$ cat config.mk
export PLATFORM = sky130hd
export DESIGN_NAME = delay_calibrator
export DESIGN_NICKNAME = d
export VERILOG_FILES = /design/src/rtl/delay_calibrator_pkg.sv /design/src/rtl/delay_window_tracker.sv /design/src/rtl/delay_calibrator.sv
export SDC_FILE = /design/constraint.sdc
export NUM_CORES = 1
export LEC_CHECK = 0
export ABC_AREA = 1
export CAP_MARGIN = 10
export CORE_UTILIZATION = 54
export CTS_CLUSTER_SIZE = 14
export DETAILED_ROUTE_END_ITERATION = 8
export PLACE_DENSITY = 0.77
export SETUP_SLACK_MARGIN = 0.1
export SLEW_MARGIN = 20
export SYNTH_ARGS = -nofsm -noshare
export SYNTH_HDL_FRONTEND = slang
export SYNTH_SLANG_ARGS = --single-unit
export TNS_END_PERCENT = 10
$ cat constraint.sdc
create_clock -name clk -period 3.9 [get_ports clk]
set_input_delay 0.39 -clock clk [delete_from_list [all_inputs] [get_ports clk]]
set_output_delay 0.39 -clock clk [all_outputs]
set_load 0.03 [all_outputs]
$ cat src/rtl/delay_calibrator_pkg.sv
// Shared types for the I/O delay tap-sweep calibrator and the delay pair wrapper.
package delay_calibrator_pkg;

    localparam logic [1:0] DC_OP_NONE = 2'd0;
    localparam logic [1:0] DC_OP_LOAD = 2'd1;

    typedef struct packed {
        logic [1:0] op;
        logic       select;
        logic [8:0] value;
    } t_delay_config;

    typedef struct packed {
        logic       busy;
        logic       done;
        logic       locked;
        logic [8:0] center;
        logic [8:0] width;
    } t_cal_status;

    typedef enum logic [2:0] {
        ST_IDLE,
        ST_LOAD,
        ST_SETTLE,
        ST_SAMPLE,
        ST_EVAL,
        ST_FINAL_LOAD,
        ST_FINAL_SETTLE,
        ST_DONE
    } t_cal_state;

    function automatic logic [7:0] sat_inc8(input logic [7:0] v);
        if (v == 8'hFF) begin
            return v;
        end else begin
            return v + 8'd1;
        end
    endfunction

endpackage

$ cat src/rtl/delay_window_tracker.sv
// Tracks the current and best error-free tap runs and derives the window centre.
module delay_window_tracker
    import delay_calibrator_pkg::*;
#(
    parameter int TAP_STEP    = 8,
    parameter int DEFAULT_TAP = 0
) (
    input  logic       clk,
    input  logic       reset_n,
    input  logic       enable,
    input  logic       clear,
    input  logic       eval,
    input  logic       step_good,
    input  logic [8:0] tap,
    output logic       locked,
    output logic [8:0] center,
    output logic [8:0] width
);

    localparam logic [9:0] TAP_INC = 10'(TAP_STEP);

    logic [9:0] cur_len_q, cur_len_d;
    logic [9:0] best_len_q, best_len_d;
    logic [8:0] cur_start_q, cur_start_d;
    logic [8:0] best_start_q, best_start_d;
    logic [9:0] span_s;

    // Run update on each evaluated step; ties keep the earlier window
    always_comb begin
        cur_len_d    = cur_len_q;
        cur_start_d  = cur_start_q;
        best_len_d   = best_len_q;
        best_start_d = best_start_q;
        if (clear) begin
            cur_len_d    = 10'd0;
            cur_start_d  = 9'd0;
            best_len_d   = 10'd0;
            best_start_d = 9'd0;
        end else if (eval) begin
            if (step_good) begin
                cur_len_d = cur_len_q + 10'd1;
                if (cur_len_q == 10'd0) begin
                    cur_start_d = tap;
                end else begin
                    cur_start_d = cur_start_q;
                end
            end else begin
                cur_len_d = 10'd0;
            end
            if (cur_len_d > best_len_q) begin
                best_len_d   = cur_len_d;
                best_start_d = cur_start_d;
            end else begin
                best_len_d   = best_len_q;
                best_start_d = best_start_q;
            end
        end else begin
            cur_len_d = cur_len_q;
        end
    end

    // Centre is derived from next-state values so the final load can use the last step
    always_comb begin
        span_s = 10'd0;
        if (best_len_d == 10'd0) begin
            locked = 1'b0;
            center = 9'(DEFAULT_TAP);
            width  = 9'd0;
        end else begin
            span_s = (best_len_d - 10'd1) * TAP_INC;
            locked = 1'b1;
            center = best_start_d + 9'(span_s >> 1);
            width  = best_len_d[9] ? 9'h1FF : best_len_d[8:0];
        end
    end

    // Run/best registers
    always_ff @(posedge clk or negedge reset_n) begin
        if (!reset_n) begin
            cur_len_q    <= 10'd0;
            cur_start_q  <= 9'd0;
            best_len_q   <= 10'd0;
            best_start_q <= 9'd0;
        end else if (enable) begin
            cur_len_q    <= cur_len_d;
            cur_start_q  <= cur_start_d;
            best_len_q   <= best_len_d;
            best_start_q <= best_start_d;
        end
    end

endmodule

$ cat src/rtl/delay_calibrator.sv
// Tap-sweep calibration sequencer driving the configuration port of a cascaded delay pair.
module delay_calibrator
    import delay_calibrator_pkg::*;
#(
    parameter int TAP_STEP      = 8,
    parameter int SETTLE_CYCLES = 16,
    parameter int SAMPLE_CYCLES = 64,
    parameter int DEFAULT_TAP   = 0
) (
    input  logic       clk,
    input  logic       clk__enable,
    input  logic       reset_n,
    input  logic       cal_req__start,
    input  logic       cal_req__select,
    input  logic       sample__valid,
    input  logic       sample__ok,
    output logic [1:0] delay_config__op,
    output logic       delay_config__select,
    output logic [8:0] delay_config__value,
    output logic       cal_status__busy,
    output logic       cal_status__done,
    output logic       cal_status__locked,
    output logic [8:0] cal_status__center,
    output logic [8:0] cal_status__width
);

    localparam int CNT_MAX = (SETTLE_CYCLES > SAMPLE_CYCLES) ? SETTLE_CYCLES : SAMPLE_CYCLES;
    localparam int CNT_W   = $clog2(CNT_MAX + 1);
    localparam logic [CNT_W-1:0] SETTLE_LAST = CNT_W'(SETTLE_CYCLES - 1);
    localparam logic [CNT_W-1:0] SAMPLE_LAST = CNT_W'(SAMPLE_CYCLES - 1);
    localparam logic [CNT_W-1:0] CNT_ONE     = CNT_W'(1);
    localparam logic [9:0]       TAP_INC     = 10'(TAP_STEP);

    t_cal_state      state_q, state_d;
    logic [CNT_W-1:0] cnt_q, cnt_d;
    logic [9:0]      tap_q, tap_d;
    logic [7:0]      err_q, err_d;
    t_delay_config   cfg_q, cfg_d;
    t_cal_status     stat_q, stat_d;
    logic            start_s;
    logic            eval_s;
    logic            trk_locked_s;
    logic [8:0]      trk_center_s;
    logic [8:0]      trk_width_s;

    assign start_s = cal_req__start && ((state_q == ST_IDLE) || (state_q == ST_DONE));
    assign eval_s  = (state_q == ST_EVAL);

    delay_window_tracker #(
        .TAP_STEP    (TAP_STEP),
        .DEFAULT_TAP (DEFAULT_TAP)
    ) u_tracker (
        .clk       (clk),
        .reset_n   (reset_n),
        .enable    (clk__enable),
        .clear     (start_s),
        .eval      (eval_s),
        .step_good (err_q == 8'd0),
        .tap       (tap_q[8:0]),
        .locked    (trk_locked_s),
        .center    (trk_center_s),
        .width     (trk_width_s)
    );

    // Sequencer next state, step counters and error count
    always_comb begin
        state_d = state_q;
        cnt_d   = cnt_q;
        tap_d   = tap_q;
        err_d   = err_q;
        case (state_q)
            ST_IDLE, ST_DONE: begin
                if (start_s) begin
                    state_d = ST_LOAD;
                    tap_d   = 10'd0;
                end else begin
                    state_d = state_q;
                end
            end
            ST_LOAD: begin
                state_d = ST_SETTLE;
                cnt_d   = '0;
            end
            ST_SETTLE: begin
                if (cnt_q == SETTLE_LAST) begin
                    state_d = ST_SAMPLE;
                    cnt_d   = '0;
                    err_d   = 8'd0;
                end else begin
                    cnt_d = cnt_q + CNT_ONE;
                end
            end
            ST_SAMPLE: begin
                if (sample__valid && !sample__ok) begin
                    err_d = sat_inc8(err_q);
                end else begin
                    err_d = err_q;
                end
                if (cnt_q == SAMPLE_LAST) begin
                    state_d = ST_EVAL;
                    cnt_d   = '0;
                end else begin
                    cnt_d = cnt_q + CNT_ONE;
                end
            end
            ST_EVAL: begin
                tap_d = tap_q + TAP_INC;
                if (tap_d > 10'd511) begin
                    state_d = ST_FINAL_LOAD;
                end else begin
                    state_d = ST_LOAD;
                end
            end
            ST_FINAL_LOAD: begin
                state_d = ST_FINAL_SETTLE;
                cnt_d   = '0;
            end
            ST_FINAL_SETTLE: begin
                if (cnt_q == SETTLE_LAST) begin
                    state_d = ST_DONE;
                    cnt_d   = '0;
                end else begin
                    cnt_d = cnt_q + CNT_ONE;
                end
            end
            default: begin
                state_d = ST_IDLE;
            end
        endcase
    end

    // Outputs are computed from the next state so they line up with it once registered
    always_comb begin
        cfg_d         = cfg_q;
        cfg_d.op      = DC_OP_NONE;
        stat_d        = stat_q;
        stat_d.busy   = (state_d != ST_IDLE) && (state_d != ST_DONE);
        stat_d.done   = 1'b0;
        if (start_s) begin
            cfg_d.select  = cal_req__select;
            stat_d.locked = 1'b0;
            stat_d.center = 9'd0;
            stat_d.width  = 9'd0;
        end else begin
            cfg_d.select = cfg_q.select;
        end
        case (state_d)
            ST_LOAD: begin
                cfg_d.op    = DC_OP_LOAD;
                cfg_d.value = tap_d[8:0];
            end
            ST_FINAL_LOAD: begin
                cfg_d.op    = DC_OP_LOAD;
                cfg_d.value = trk_center_s;
            end
            ST_DONE: begin
                if (state_q != ST_DONE) begin
                    stat_d.done   = 1'b1;
                    stat_d.locked = trk_locked_s;
                    stat_d.center = trk_center_s;
                    stat_d.width  = trk_width_s;
                end else begin
                    stat_d.done = 1'b0;
                end
            end
            default: begin
                cfg_d.op = DC_OP_NONE;
            end
        endcase
    end

    // State, counters and registered outputs; everything holds while disabled
    always_ff @(posedge clk or negedge reset_n) begin
        if (!reset_n) begin
            state_q <= ST_IDLE;
            cnt_q   <= '0;
            tap_q   <= 10'd0;
            err_q   <= 8'd0;
            cfg_q   <= '0;
            stat_q  <= '0;
        end else if (clk__enable) begin
            state_q <= state_d;
            cnt_q   <= cnt_d;
            tap_q   <= tap_d;
            err_q   <= err_d;
            cfg_q   <= cfg_d;
            stat_q  <= stat_d;
        end
    end

    assign delay_config__op     = cfg_q.op;
    assign delay_config__select = cfg_q.select;
    assign delay_config__value  = cfg_q.value;
    assign cal_status__busy     = stat_q.busy;
    assign cal_status__done     = stat_q.done;
    assign cal_status__locked   = stat_q.locked;
    assign cal_status__center   = stat_q.center;
    assign cal_status__width    = stat_q.width;

endmodule

---- After elaboration in Yosys (flattened, before gate mapping) ----
Cells that the tools add are included.
operators by class
  div/mod/pow operators ................... 0
  $lt $le $gt $ge ......................... 2
  multiplexer cells ....................... 40
  multiply operators ...................... 0
  reductions and logical operators ........ 25
  eq/ne operators ......................... 19
  bitwise operators ....................... 0
  shift operators ......................... 0
  $add $sub $neg .......................... 6
operators with widths
  operator                                                         count
  2-to-1 mux 10 bit                                                9
  2-to-1 mux 9 bit                                                 10
  2-to-1 mux 19 bit                                                2
  2-to-1 mux 8 bit                                                 3
  case mux 3 bit (7 select lines)                                  1
  case mux 7 bit (3 select lines)                                  1
  zero test 10 bit                                                 2
  2-to-1 mux 20 bit                                                1
  case mux 10 bit (2 select lines)                                 1
  equality test 3 bit (second input constant)                      6
  case mux 9 bit (2 select lines)                                  1
  case mux 8 bit (2 select lines)                                  1
  2-to-1 mux 3 bit                                                 5
  2-to-1 mux 7 bit                                                 2
  adder 10 x 1 -> 10 bit (second input constant)                   1
  adder 10 x 4 -> 10 bit (second input constant)                   1
  greater-than comparator 10 bit                                   1
  greater-than comparator 10 x 9 -> 1 bit (second input constant)  1
  adder 9 bit                                                      1
  adder 8 x 1 -> 8 bit (second input constant)                     1
  equality test 8 bit (second input constant)                      1
  zero test 8 bit                                                  1
  != test 2 bit (second input constant)                            4
  AND reduction 2 bit                                              4
  other kinds (17)                                                 31
word-level totals
  register bits after elaboration ......... 99
  memory bits (writable) .................. 0
  memories ................................ 0
  bits in latches ......................... 0
  memory bits (read-only) ................. 0
  word-level logic and storage cells ...... 109
  bits of input ports ..................... 7

---- Longest topological paths before layout ----
Gate-level depths: netlist of the first run.
  depth after elaboration ................. 13
  depth in mapped cells ................... 39
  mapped depth without buffers ............ 37

---- Modules after synthesis ----
Synthesis of the first run repeated with hierarchy kept, for this count alone.
unflattened totals
  cells, all modules ...................... 976
  area, all modules ....................... 6767.7 um2
modules (own cells, without submodules)
  module                area an instance (um2)  cells each  sequential area each (um2)  instances
  delay_calibrator      3854.9                  570         1501.4                      1
  delay_window_tracker  2912.8                  406         950.9                       1

---- Worst setup path before layout of the first run ----
Ideal clock, no wire load.
  kind .................................... register to register
  start point ............................. reg err_q[0]
  end point ............................... reg cfg_q (netlist bit delay_config__value[8])
  data arrival time ....................... 4.107 ns
  path buffers ............................ 2
  cell stages (with the launch flop) ...... 33
  path slack .............................. -0.324 ns
  data required time ...................... 3.783 ns
  library setup time ...................... 0.117 ns
  cells stage by stage .................... dfrtp_1 > inv_1 > ha_1 > nand2_1 > nor2_1 > buf_4 > inv_1 > nor3_1 > ha_1 > nand3_1 > nor3_1 > a21oi_4 > nand2_4 > buf_6 > inv_2 > o211ai_2 > ha_1 > inv_1 > fa_1 > a21oi_1 > o21bai_1 > inv_1 > nor2_1 > nor2_1 > inv_1 > a21oi_1 > nand3_1 > nand2_1 > nand2_1 > nand3_1 > nand2_1 > nand2_1 > nand2_1
between the ends
  cells in the longest elaborated chain, start to end .. 12
ends and longest elaborated chain
  element                            line                        source
  from (decl)                        delay_calibrator.sv:37      logic [7:0] err_q, err_d;
  from (signal assigned)             delay_calibrator.sv:185     err_q <= err_d;
  zero test 8 bit *                  delay_calibrator.sv:58      .step_good (err_q == 8'd0),
  2-to-1 mux 10 bit                  delay_window_tracker.sv:40  if (step_good) begin
  2-to-1 mux 10 bit                  delay_window_tracker.sv:39  end else if (eval) begin
  2-to-1 mux 10 bit                  delay_window_tracker.sv:34  if (clear) begin
  greater-than comparator 10 bit     delay_window_tracker.sv:50  if (cur_len_d > best_len_q) begin
  2-to-1 mux 10 bit                  delay_window_tracker.sv:50
  2-to-1 mux 10 bit                  delay_window_tracker.sv:39
  2-to-1 mux 10 bit                  delay_window_tracker.sv:34
  subtractor 7 x 1 -> 7 bit          delay_window_tracker.sv:70  span_s = (best_len_d - 10'd1) * TAP_INC;
  adder 9 bit                        delay_window_tracker.sv:72  center = best_start_d + 9'(span_s >> 1);
  2-to-1 mux 9 bit *                 delay_window_tracker.sv:65  if (best_len_d == 10'd0) begin
  case mux 9 bit (2 select lines) *  delay_calibrator.sv:147     case (state_d)
  to (signal assigned)               delay_calibrator.sv:186     cfg_q <= cfg_d;
  to (decl)                          delay_calibrator.sv:38      t_delay_config cfg_q, cfg_d;
Every way passes the cells marked *; elsewhere a longest branch is shown, timed or not. The select of a mux whose other input is x is not followed.
A chain may end at the register's enable or synchronous reset.

---- Worst setup path after layout of the first run ----
Ends and elaborated chain as after synthesis.

==> flow_summary.toml, run 1 <==
[outcome]
status = "finished, violations left"
violations = "negative setup slack"

[floorplanning]
fp-row-count = 38
dieArea_um2 = 11500
initial_core_util_pct = 55.3
die_h_um = 107
core_area_um2 = 10800
ios = 40
die_w_um = 107

[placed_design]
pre_cts_ws_ps = -171
dp_cells = 1001
port_buffers = 38
dp_hpwl_um = 11400
place_congestion = 0.920

[sta]
rsz0062_at_grt = "yes"
final_hold_viol_count = 0
final-max-slew-violation-count = 0
min_period_ps = 4150
clock_skew_ps = 16.3
fin_ws_ps = -247
fin_crit_sh_pct = 106
fmax_ghz = 0.241
whs_ps = 128
tightest_slew_ps = 929
max-slew-margin-rel_pct = 38.1
setup_violations = 4

[logic_synthesis]
synthTopCellsByArea = "dfrtp_1 (41%), nand2_1 (13%), inv_1 (6.9%)"
ys_types = 49
synth.avg_cell_area_um2 = 7.41
ys_warn_count = 0
synth_area_um2 = 6000
syn_inst = 810
synth_edf_count = 0
synth.top_cell.area_share_pct = 40.9
syn_nets = 843
ys_seq_area_share_pct = 40.9
ys_ff_latch = 98
synth_ff_type = "dfrtp_1"
yosysTopAreaCell = "dfrtp_1"
synth_async_sr_flop_share_pct = 100

[detailed_routing]
drt_iter0_drc = 427
vias = 5745
post_drt_wl_per_cell_um = 15.1
wirelength_um = 15600
drcViolationCount = 0
first_pass_iters = 5
detail-route-antenna-nets = 0
routed_via_density = 5.59

[clocking]
clkLatencyLatePin_ps = 390
cts.sinks = 98
cts_root_buf = "clkbuf_8"
cts_buffer_depth = 2
numCtsBuffers = 9
cts-hold-fix-buffers = 0
ctsHtreeMaxLevel = 3
path_clk_slew_ps = 100
cts_tree = "done"

[cells_and_area]
diodes = 0
area_growth_pct = 20.0
fin_cells = 1028
fillers = 917
num-nets-final = 916
layout-drive-gt1-share_pct = 15.8

[setup_path]
startpoint = "err_q[0]"
critPathArrivalTime_ps = 4440
cp-end-kind = "register"
critPathSlowestCell = "fa_2"
crit_fanout = 6
cp_slowest_stage_delay_ps = 410
worst_setup_path_start_kind = "register"
cp_num_buf_inv = 6
r2r-start = "err_q[0]"
cpMostUsedCell = "nand2_1"
critPathKind = "register to register"
cp_data_required_time_ps = 4190
cpLargestDelayFamily = "simple AND/OR/NAND/NOR gates"

[global_route]
grt_overflow_total = 0
grt_start_max_net_pins = 73
grt_pass1_vias = 5454
grt_pass1_wl_um = 25500
track_usage_pct = 28.3
antenna_found_initial = 0

[power_and_ir_drop]
power.density_nw_per_um2 = 483
vdd_drop_max_mv = 0.622
leakage_nw = 3.52

[run]
cap_viol_max_count = 0

[min_path]
hp-class = "primary input to asynchronous set/reset pin"
-- Yosys cell counts, types with 2 or more instances --
library cell	number
a221oi_1	2
nor2_1	68
a211oi_1	9
nor2_2	7
o211ai_2	2
o21ai_0	60
o21bai_1	3
a31oi_1	3
dfrtp_1	98
nand2_1	211
xnor2_1	2
o21ai_1	11
nand2_4	2
a31o_2	2
xor2_1	5
ha_1	25
buf_6	2
nand3_1	56
buf_4	3
buf_1	2
o221a_2	2
nand4_1	9
or2_2	4
inv_2	4
nor3_1	10
a22oi_1	2
a21oi_1	31
o22ai_1	19
buf_2	3
inv_1	110
nor4_1	2
nand3_2	5
clkbuf_1	15
nand2_2	6
-- registers in the layout, indices dropped and copies added (netlist names) --
name / count
tap_q: 10
u_tracker.best_len_q: 10
u_tracker.cur_len_q: 10
cal_status__center: 9
cal_status__width: 9
delay_config__value: 9
u_tracker.best_start_q: 9
u_tracker.cur_start_q: 9
err_q: 8
cnt_q: 7
state_q: 3
cal_status__busy: 1
cal_status__done: 1
cal_status__locked: 1
delay_config__op: 1
delay_config__select: 1
-- cells by family after synthesis --
family | count (synthesis) | share of synthesized area, %
adder cells (fa/ha/maj) | 26 | 5.55
AND/OR/NAND/NOR | 384 | 27.7
flip-flops | 98 | 40.9
AO/OA/AOI/OAI | 153 | 15.4
buffers and inverters | 140 | 9.26
multiplexers | 1 | 0.188
XOR/XNOR | 7 | 1.02
other | 1 | 0.0625
-- final timing paths --
check                                              end  slack [ps]  depth (start not counted)
max in group asynchronous             cal_status__busy        2840                          2
worst max-delay path            delay_config__value[8]        -250                         31
min in group clk                   delay_config__op[0]         490                          2
worst min-delay path             cal_status__center[3]         130                          1
worst min register to register     delay_config__op[0]         490                          2
worst max register to register  delay_config__value[8]        -250                         31
-- cell type report --
type / instances / area [µm²] / share of cell area, %
multi-input cells: 572 / 3170 / 44.0
repair buffers: 87 / 753 / 10.5
clock buffers: 10 / 138 / 1.91
clock inverters: 6 / 71.3 / 0.991
well taps: 140 / 175 / 2.43
inverters: 115 / 442 / 6.14
flip-flops and latches: 98 / 2450 / 34.1
-- metrics by stage --
stage               cell area, µm²  TNS (ps)  utilization, %  power, mW
floorplan                     6030      -105               -       2.21
global placement              6740         0            62.2       2.62
detailed placement            6740      -352            62.2       2.68
CTS                           6990      -196            64.5       3.39
global route                  7200     -2870            66.4       3.71
finish                        7200      -473            66.4       3.47
-- power breakdown --
part           switching (mW)  internal [mW]
registers              0.0971           1.14
clock network           0.382          0.320
logic                   0.990          0.548
-- routing by layer --
metal | global-route usage, % | part of all wire [%] | up-vias
met4 | 8.71 | 2.4 | 0
met1 | 36.8 | 43 | 2731
met3 | 5.87 | 6.0 | 33
met2 | 47.4 | 48 | 192
met5 | 0 | 0 | -
li1 | - | - | 2789
-- cells in the final DEF (no fill, tap or decap), drive strengths merged, types with 4 or more instances in the layout --
cell	instances
nand3	61
clkdlybuf4s50	37
xor2	5
buf	50
a211oi	9
inv	116
nor2	76
nand4	9
o22ai	19
dfrtp	98
or2	4
nand2	219
clkbuf	10
ha	25
a21oi	32
nor3	11
o21ai	71
-- repair_timing --
action / CTS / global route
buffers inserted: 3 / 8
pin swaps: 0 / 23
setup endpoints to repair: 6 / 13
gates cloned: 0 / 0
resized for setup: 4 / 33
(Power assumes the default switching activity.)
==> inputs of run 2 (changes only) <==
Settings changed: CORE_UTILIZATION 54 to 30, PLACE_DENSITY 0.77 to default.
==> run 2 against run 1 <==
The run still ends with negative setup slack left. Clock power grew 20%. Register-to-register slack gained 140 ps. Core utilization shrank 28 points. Critical endpoint unchanged.
==> flow_summary.toml, run 2 (synthesis results as in run 1) <==
[outcome]
status = "finished, violations left"
violations = "negative setup slack"

[run]
cap_viol_max_count = 0

[floorplanning]
die_w_um = 143
ios = 40
initial_core_util_pct = 30.7
core_area_um2 = 19500
fp-row-count = 51
dieArea_um2 = 20600
die_h_um = 143

[setup_path]
r2r_cells = 31
critPathSlowestCell = "fa_2"
r2r-start = "err_q[0]"
critPathKind = "register to register"
worst_setup_path_start_kind = "register"
cpMostUsedCell = "nand2_1"
regToRegSetupSlack_ps = -110
cp_data_required_time_ps = 4140
cp-end-kind = "register"
worstReg2RegEnd = "delay_config__value[8]"
cp_slowest_stage_delay_ps = 390
startpoint = "err_q[0]"
crit_path_end = "delay_config__value[8]"
critPathArrivalTime_ps = 4250
crit_fanout = 6

[cells_and_area]
num-nets-final = 926
design_area_um2 = 7510
final_cell_mix = "nand2_1 (208), inv_1 (104), dfrtp_1 (98)"
final_common_cell = "nand2_1"
layout-drive-gt1-share_pct = 16.8
area_growth_pct = 25.2
diodes = 0
utilization_pct = 38.5
reg.largest.list = "tap_q (10), u_tracker.best_len_q (10), u_tracker.cur_len_q (10)"
fin_cells = 1162

[clocking]
clkLatencyLatePin_ps = 350
cts-hold-fix-buffers = 0
cts_tree = "done"
cts_buffer_depth = 2
path_clk_slew_ps = 70
numCtsBuffers = 9
cts.sinks = 98
cts_root_buf = "clkbuf_16"
ctsHtreeMaxLevel = 3

[sta]
final_hold_viol_count = 0
max-slew-margin-rel_pct = 47.6
whs_ps = 50.2
rsz0062_at_grt = "yes"
fin_ws_ps = -108
setup_violations = 2
min_period_ps = 4010
clock_skew_ps = 6.82
fmax_ghz = 0.249
tightest_slew_ps = 787
final-max-slew-violation-count = 0
fin_crit_sh_pct = 103

[power_and_ir_drop]
clock_power_share_pct = 23.3
switchingPower_mw = 1.48
p_seq_share_pct = 34.0
power_mw = 3.62
leakage_nw = 3.61
vdd_drop_max_mv = 0.197
power.internal_mw = 2.15
switching_share_pct = 40.7
power.density_nw_per_um2 = 482
combPwrFrac_pct = 42.7

[placed_design]
port_buffers = 38
dp_cells = 1140
place_congestion = 0.843
place_area_um2 = 7000
dp_hpwl_um = 11600

[detailed_routing]
first_pass_iters = 7
vias = 5546
post_drt_wl_per_cell_um = 13.4
wirelength_um = 15600
drt_iter0_drc = 362
drcViolationCount = 0
detail-route-antenna-nets = 0
routed_via_density = 4.77

[global_route]
grt_pass1_vias = 5168
antenna_found_initial = 0
grt_pass1_wl_um = 25400
grt_overflow_total = 0
track_usage_pct = 15.8
grt_start_max_net_pins = 46

[min_path]
hp-class = "primary input to asynchronous set/reset pin"
run 2: changes by cell type in the layout (fill, tap and decap cells not counted), moves of 2 or more:
cell / before / now
nor2_2: 13 / 11
nor2_1: 61 / 63
clkbuf_8: 10 / 0
buf_4: 48 / 58
nand3_1: 54 / 51
clkinv_2: 0 / 2
clkbuf_16: 0 / 9
nand3_2: 7 / 10
run 2: power groups by stage:
stage | sequential [mW] | clock [mW] | combinational, mW
finish | 1.23 | 0.844 | 1.55
global route | 1.25 | 0.901 | 1.74
CTS | 1.23 | 0.869 | 1.46
detailed placement | 1.25 | 0 | 1.44
global placement | 1.25 | 0 | 1.44
floorplan | 1.32 | 0 | 0.895
run 2: critical path: cells and delay by family (launching register included):
kind | cells | cell delay [ps]
buf+inv | 6 | 450
flops | 1 | 380
simple gates | 15 | 1200
compound gates | 6 | 810
fa+ha+maj | 4 | 1060
run 2: how the worst min path moves through the flow:
| stage | start | end | cells past startpoint | slack, ps |
|---|---|---|---|---|
| finish | reset_n | u_tracker.best_len_q[3] | 1 | 50 |
| CTS | reset_n | cal_status__done | 1 | 70 |
| global placement | reset_n | cal_status__done | 1 | 450 |
| detailed placement | reset_n | cal_status__done | 1 | 450 |
| floorplan | reset_n | cal_status__busy | 0 | 90 |
| global route | reset_n | cal_status__done | 1 | 100 |
run 2: repair_timing:
item | 4_1_cts | 5_1_grt
pin swaps | 0 | 21
setup endpoints to repair | 7 | 22
buffers inserted | 0 | 7
resized for setup | 1 | 40
run 2: final cells by class:
cell class	count	area [µm²]
repair buffers	97	828
inverters	115	439
clock inverters	6	43.8
multi-input cells	572	3190
fillers	2061	12000
well taps	265	332
clock buffers	9	225
flip-flops and latches	98	2450
run 2: stage by stage:
stage / setup WS [ps] / setup TNS [ps]
floorplan: -77.9 / -105
global placement: -55.9 / -55.9
detailed placement: -128 / -197
CTS: -109 / -124
global route: -448 / -2130
finish: -108 / -159
run 2: metal layers:
layer	wire length (µm)	track usage, %
met5	0	0
met4	226	5.49
met3	347	1.73
met2	7410	26.3
met1	7630	21.1
